<file path="src/rtl/common_pkg.sv">
// Shared types and constants for the systolic array control path.
package common_pkg;

   localparam int SYS_ARRAY_SIZE = 2;
   localparam int DATA_WIDTH     = 8;
   localparam int ADDR_WIDTH     = 64;
   localparam int T_D            = 2 * SYS_ARRAY_SIZE;
   localparam int ROW_STRIDE     = SYS_ARRAY_SIZE * DATA_WIDTH / 8;
   localparam int SKEW_CNT_WIDTH = $clog2(T_D + 1);
   localparam int MCOUNT_WIDTH   = $clog2(SYS_ARRAY_SIZE + 1);

   typedef logic [ADDR_WIDTH-1:0]     addr_t;
   typedef logic [MCOUNT_WIDTH-1:0]   mcount_t;
   typedef logic [SKEW_CNT_WIDTH-1:0] skew_cnt_t;

   typedef struct packed {
      logic  compute_req;
      logic  drain_en;
      addr_t a_addr;
      addr_t b_addr;
      addr_t c_addr;
   } ctrl_t;

   typedef enum logic [2:0] {
      IDLE    = 3'd0,
      LOAD    = 3'd1,
      COMPUTE = 3'd2,
      DRAIN   = 3'd3,
      DONE    = 3'd4
   } seq_state_t;

endpackage

</file>
<file path="src/rtl/row_addr_gen.sv">
// Row address generator: base + idx * stride, wrapping silently modulo 2^AW.
module row_addr_gen
   import common_pkg::*;
#(
   parameter int AW     = ADDR_WIDTH,
   parameter int STRIDE = ROW_STRIDE
) (
   input  logic [AW-1:0] base_i,
   input  mcount_t       idx_i,
   output logic [AW-1:0] addr_o
);

   assign addr_o = base_i + (AW'(idx_i) * AW'(STRIDE));

endmodule

</file>
<file path="src/rtl/sys_array_sequencer.sv">
// Command-level sequencer for the systolic array: operand row reads, skew
// flush pacing and result row drain, one command at a time.
module sys_array_sequencer
   import common_pkg::*;
#(
   parameter int N  = SYS_ARRAY_SIZE,
   parameter int AW = ADDR_WIDTH
) (
   input  logic          clk,
   input  logic          rst,
   input  logic          cmd_valid,
   output logic          cmd_ready,
   input  ctrl_t         cmd,
   output logic          rd_valid,
   input  logic          rd_ready,
   output logic [AW-1:0] rd_addr,
   output logic          rd_sel,
   output logic          feed_en,
   output mcount_t       feed_idx,
   output logic          feed_last,
   output logic          drain_en,
   output logic          wr_valid,
   input  logic          wr_ready,
   output logic [AW-1:0] wr_addr,
   output logic          drain_shift,
   output logic          busy,
   output logic          done
);

   localparam mcount_t   LAST_ROW  = mcount_t'(N - 1);
   localparam skew_cnt_t LAST_SKEW = skew_cnt_t'(T_D - 1);

   seq_state_t state_q, state_d;
   logic       drain_q, drain_d;
   addr_t      a_q, a_d, b_q, b_d, c_q, c_d;
   mcount_t    row_q, row_d;
   logic       sel_q, sel_d;
   skew_cnt_t  skew_q, skew_d;
   logic       feed_en_q, feed_en_d;
   mcount_t    feed_idx_q, feed_idx_d;
   logic       feed_last_q, feed_last_d;

   logic [AW-1:0] rd_base_s, rd_gen_s, wr_gen_s;

   // State and datapath registers; reset abandons any command in flight.
   always_ff @(posedge clk) begin
      if (rst) begin
         state_q     <= IDLE;
         drain_q     <= 1'b0;
         a_q         <= addr_t'(1'b0);
         b_q         <= addr_t'(1'b0);
         c_q         <= addr_t'(1'b0);
         row_q       <= mcount_t'(1'b0);
         sel_q       <= 1'b0;
         skew_q      <= skew_cnt_t'(1'b0);
         feed_en_q   <= 1'b0;
         feed_idx_q  <= mcount_t'(1'b0);
         feed_last_q <= 1'b0;
      end else begin
         state_q     <= state_d;
         drain_q     <= drain_d;
         a_q         <= a_d;
         b_q         <= b_d;
         c_q         <= c_d;
         row_q       <= row_d;
         sel_q       <= sel_d;
         skew_q      <= skew_d;
         feed_en_q   <= feed_en_d;
         feed_idx_q  <= feed_idx_d;
         feed_last_q <= feed_last_d;
      end
   end

   // Next-state logic; each LOAD row is A then B, feed pulses after the B beat.
   always_comb begin
      state_d     = state_q;
      drain_d     = drain_q;
      a_d         = a_q;
      b_d         = b_q;
      c_d         = c_q;
      row_d       = row_q;
      sel_d       = sel_q;
      skew_d      = skew_q;
      feed_en_d   = 1'b0;
      feed_idx_d  = mcount_t'(1'b0);
      feed_last_d = 1'b0;
      case (state_q)
         IDLE: begin
            row_d  = mcount_t'(1'b0);
            sel_d  = 1'b0;
            skew_d = skew_cnt_t'(1'b0);
            if (cmd_valid) begin
               drain_d = cmd.drain_en;
               a_d     = cmd.a_addr;
               b_d     = cmd.b_addr;
               c_d     = cmd.c_addr;
               if (cmd.compute_req) begin
                  state_d = LOAD;
               end else if (cmd.drain_en) begin
                  state_d = DRAIN;
               end else begin
                  state_d = DONE;
               end
            end else begin
               state_d = IDLE;
            end
         end
         LOAD: begin
            if (rd_ready && sel_q) begin
               sel_d       = 1'b0;
               feed_en_d   = 1'b1;
               feed_idx_d  = row_q;
               feed_last_d = (row_q == LAST_ROW);
               if (row_q == LAST_ROW) begin
                  row_d   = mcount_t'(1'b0);
                  state_d = COMPUTE;
               end else begin
                  row_d = row_q + mcount_t'(1'b1);
               end
            end else if (rd_ready) begin
               sel_d = 1'b1;
            end else begin
               sel_d = sel_q;
            end
         end
         COMPUTE: begin
            if (skew_q == LAST_SKEW) begin
               skew_d  = skew_cnt_t'(1'b0);
               state_d = drain_q ? DRAIN : DONE;
            end else begin
               skew_d = skew_q + skew_cnt_t'(1'b1);
            end
         end
         DRAIN: begin
            if (wr_ready && (row_q == LAST_ROW)) begin
               row_d   = mcount_t'(1'b0);
               state_d = DONE;
            end else if (wr_ready) begin
               row_d = row_q + mcount_t'(1'b1);
            end else begin
               row_d = row_q;
            end
         end
         DONE: begin
            state_d = IDLE;
         end
         default: begin
            state_d = IDLE;
         end
      endcase
   end

   assign rd_base_s = sel_q ? b_q : a_q;

   row_addr_gen #(.AW(AW), .STRIDE(ROW_STRIDE)) u_rd_addr (
      .base_i (rd_base_s),
      .idx_i  (row_q),
      .addr_o (rd_gen_s)
   );

   row_addr_gen #(.AW(AW), .STRIDE(ROW_STRIDE)) u_wr_addr (
      .base_i (c_q),
      .idx_i  (row_q),
      .addr_o (wr_gen_s)
   );

   // Addresses are forced to zero whenever no request is outstanding.
   assign cmd_ready   = (state_q == IDLE);
   assign busy        = (state_q != IDLE);
   assign done        = (state_q == DONE);
   assign rd_valid    = (state_q == LOAD);
   assign rd_sel      = sel_q;
   assign rd_addr     = rd_valid ? rd_gen_s : {AW{1'b0}};
   assign feed_en     = feed_en_q;
   assign feed_idx    = feed_idx_q;
   assign feed_last   = feed_last_q;
   assign drain_en    = (state_q == DRAIN);
   assign wr_valid    = (state_q == DRAIN);
   assign wr_addr     = wr_valid ? wr_gen_s : {AW{1'b0}};
   assign drain_shift = wr_valid && wr_ready;

endmodule
</file>
<file path="config.mk">
export PLATFORM = sky130hd
export DESIGN_NAME = sys_array_sequencer
export DESIGN_NICKNAME = d
export VERILOG_FILES = /design/src/rtl/common_pkg.sv /design/src/rtl/row_addr_gen.sv /design/src/rtl/sys_array_sequencer.sv
export SDC_FILE = /design/constraint.sdc
export NUM_CORES = 1
export LEC_CHECK = 0
export ABC_AREA = 1
export CORE_ASPECT_RATIO = 0.8
export CORE_MARGIN = 5
export CORE_UTILIZATION = 35
export CTS_CLUSTER_SIZE = 30
export DETAILED_ROUTE_END_ITERATION = 8
export PLACE_DENSITY = 0.57
export SLEW_MARGIN = 20
export SYNTH_ARGS = -nofsm -noshare
export SYNTH_HDL_FRONTEND = slang
export SYNTH_HIERARCHICAL = 1
export SYNTH_SLANG_ARGS = --single-unit
</file>
<file path="constraint.sdc">
create_clock -name clk -period 4.3 [get_ports clk]
set_clock_uncertainty 0.05 [all_clocks]
set_input_delay 0.86 -clock clk [delete_from_list [all_inputs] [get_ports clk]]
set_output_delay 0.86 -clock clk [all_outputs]
set_load 0.05 [all_outputs]
</file>
==> flow_metrics.env <==
export IMPL_yosys_warnings=6
export IMPL_required_ns=3.39
export IMPL_cap_violations=0
export IMPL_grt_pass1_wl_um=84900
export IMPL_report_final_slew_viol_count=0
export IMPL_regArea_um2=4130
export IMPL_seq_area_frac_synth_pct=31.3
export IMPL_htree_levels=1
export IMPL_cp_start_kind="flop"
export IMPL_yosys_area_top_type_share_pct=31.3
export IMPL_setup_viol=0
export IMPL_slew_headroom_pct=37.1
export IMPL_initialDrtViolationCount=1199
export IMPL_numCtsBuffers=23
export IMPL_power_mw=9.35
export IMPL_die_area_um2=41700
export IMPL_timing_fmax_ghz=0.238
export IMPL_wl_per_cell_um=18.6
export IMPL_syn_to_final_growth_pct=37.0
export IMPL_gp_congestion=0.970
export IMPL_cpPeakStageDelay_ns=0.50
export IMPL_dp_hpwl_um=46200
export IMPL_rsz0062_at_grt="yes"
export IMPL_synthDistinctLibCells=28
export IMPL_syn_nets=2475
export IMPL_core_um2=37100
export IMPL_synth_area_um2=13200
export IMPL_start_util_pct=35.5
export IMPL_power_density_nw_per_um2=517
export IMPL_cellLeakagePower_nw=7.41
export IMPL_ant_nets=0
export IMPL_worstMarginPinSlew_ns=0.944
export IMPL_syn_inst=2269
export IMPL_cts_buffer_depth=3
export IMPL_nNetsFinal=2778
export IMPL_viasPerCell=4.93
export IMPL_avgSynthCellArea_um2=5.82
export IMPL_rows=63
export IMPL_worst_path_max_fanout=54
export IMPL_clk_insertion_delay_late_ns=0.52
export IMPL_grt_pass1_vias=14284
export IMPL_ys_seq_elements=206
export IMPL_cp_data_arrival_time_ns=3.28
export IMPL_hold_path_class="reg2reg"
export IMPL_numPortBuffers=338
export IMPL_fin_area_um2=18100
export IMPL_route_detailed_drc=0
export IMPL_grt_overflow=0
export IMPL_crit_type="reg2out"
export IMPL_cts_root_buf="clkbuf_16"
export IMPL_clk_pin_slew_ns=0.06
export IMPL_final_hold_violation_count=0
export IMPL_n_fill_cell=3937
export IMPL_worst_path_max_delay_cell="o21ai_0"
export IMPL_cpMostUsedCell="nand2_1"
export IMPL_netlist_top_cells_area="dfxtp_1 31%, nor2_1 18%, nand2_1 14%"
export IMPL_final_period_utilization_pct=97.5
export IMPL_numClockSinks=206
export IMPL_drive_gt1_share_pct=8.46
export IMPL_antenna_found_initial=0
export IMPL_crit_chain="buf_16 -> o21ai_0 -> nand2_1 -> nor2_1 -> nand2_1 -> nor2_1 -> nand2_1 -> nor2_1 -> nand2_1 -> nand2_1 -> inv_1 -> nor2_1 -> buf_4"
export IMPL_grt_max_degree=152
export IMPL_dpl_cell_area_um2=17200
export IMPL_yosys_area_top_type="dfxtp_1"
export IMPL_outcome="completed"
export IMPL_die_w_um=227
export IMPL_fp_dieH_um=184
export IMPL_fin_crit_ns=4.19
export IMPL_crit_buf_inv=3
export IMPL_irDropWorstVdd_mv=1.21
export IMPL_worstSetupEndpointType="output port"
export IMPL_final_core_util_pct=48.7
export IMPL_whs_ns=0.396
export IMPL_grt_total_usage_pct=26.2
export IMPL_multi_input_area_um2=7550
export IMPL_cts_tree="built"
export IMPL_crit_family="simple AND/OR/NAND/NOR gates"
export IMPL_antennaDiodeCount=0
export IMPL_num_io_pins=339
export IMPL_dr_total_vias=15163
export IMPL_postRouteWirelength_um=57300
export IMPL_drt_pass1_iter_count=6
## layer usage
| metal | routed length [um] | share of wire (%) | GRT usage, % | vias up |
|---|---|---|---|---|
| met2 | 23900 | 42 | 38.8 | 476 |
| met3 | 3640 | 6.3 | 3.69 | 48 |
| met4 | 929 | 1.6 | 4.45 | 0 |
| met1 | 28900 | 50 | 40.9 | 7070 |
| met5 | 0 | 0 | 0 | - |
| li1 | - | - | - | 7569 |
## cell usage after synthesis (all sizes together)
cell type,count
nor2,651
nand2,505
inv,303
o21ai,295
dfxtp,206
a21oi,71
buf,59
xnor2,42
clkbuf,36
nand3,28
nand4,25
xor2,22
nand3b,12
nor3,6
ha,5
fa,2
o211ai,1
## worst register-to-register path: cells and delay by family (launching register included)
family                 cells  cell delay (ns)
DFF                        1             0.41
AOI/OAI and AO/OA          2             0.27
buffers and inverters      3             1.21
and+or+nand+nor            2             0.18
## power by group
group	switching [mW]	internal, mW
clock network	0.816	1.06
registers	0.503	2.51
logic	3.01	1.45
total	4.33	5.02
## path summary, 6_finish.rpt
check	startpoint	to	slack (ns)	cells after the start
worst max register to register	state_q[1]	a_q[19]	2.12	7
worst max-delay path	rd_sel	rd_addr[51]	0.11	13
worst min-delay path	a_q[61]	a_q[61]	0.40	2
worst min register to register	a_q[61]	a_q[61]	0.40	2
## stage by stage
stage	instances	worst slack, ns	TNS (ns)
2_1_floorplan	2269	0.0165	0
3_3_place_gp	3033	0.234	0
3_5_place_dp	3033	0.311	0
4_1_cts	3075	0.00156	0
5_1_grt	3076	-0.119	-0.537
6_report	3076	0.106	0
## logic make-up after synthesis
kind of cell	synth area share (%)
xor gates and xnor gates	4.25
and+or+nand+nor	37.4
adders and majority gates	0.777
AOI/OAI and AO/OA	13.9
buffers and inverters	12.4
DFF	31.3
## cells in the final DEF, fill, tap and decap left out, drive strengths merged
cell type and n:
clkbuf 35, dlygate4sd2 9, fa 2, clkdlybuf4s50 240, o21ai 295, xor2 22, nand3 28, o211ai 1
nor2 651, clkdlybuf4s15 1, clkinvlp 2, buf 104, nand3b 12, ha 5, a21oi 71, dlymetal6s2s 18
clkinv 5, inv 304, dfxtp 206, nand4 25, xnor2 42, nand2 505, nor3 6
## flip-flops by register name (all words and copies together), names as in the netlist
| name | flops |
|---|---|
| state_q | 3 |
| a_q | 64 |
| feed_en | 1 |
| drain_q | 1 |
| rd_sel | 1 |
| skew_q | 3 |
| c_q | 64 |
| feed_last | 1 |
| row_q | 2 |
| feed_idx | 2 |
| b_q | 64 |
## area by class of cell
| cell class | count | share of cell area, % |
|---|---|---|
| Clock buffer | 34 | 3.63 |
| Clock inverter | 8 | 0.291 |
| Sequential cell | 206 | 22.8 |
| Timing Repair Buffer | 373 | 21.8 |
| Inverter | 303 | 6.36 |
| Tap cell | 487 | 3.37 |
| Multi-Input combinational cell | 1665 | 41.7 |
## timing repair
item                                    in CTS  in global routing
resized for setup                           26                 68
endpoints found under the setup margin      37                 82
buffers inserted                             0                  1
hold buffers                                 0                  0
pin swaps                                    0                  2
Note: power is estimated with default switching activity, not from simulation.
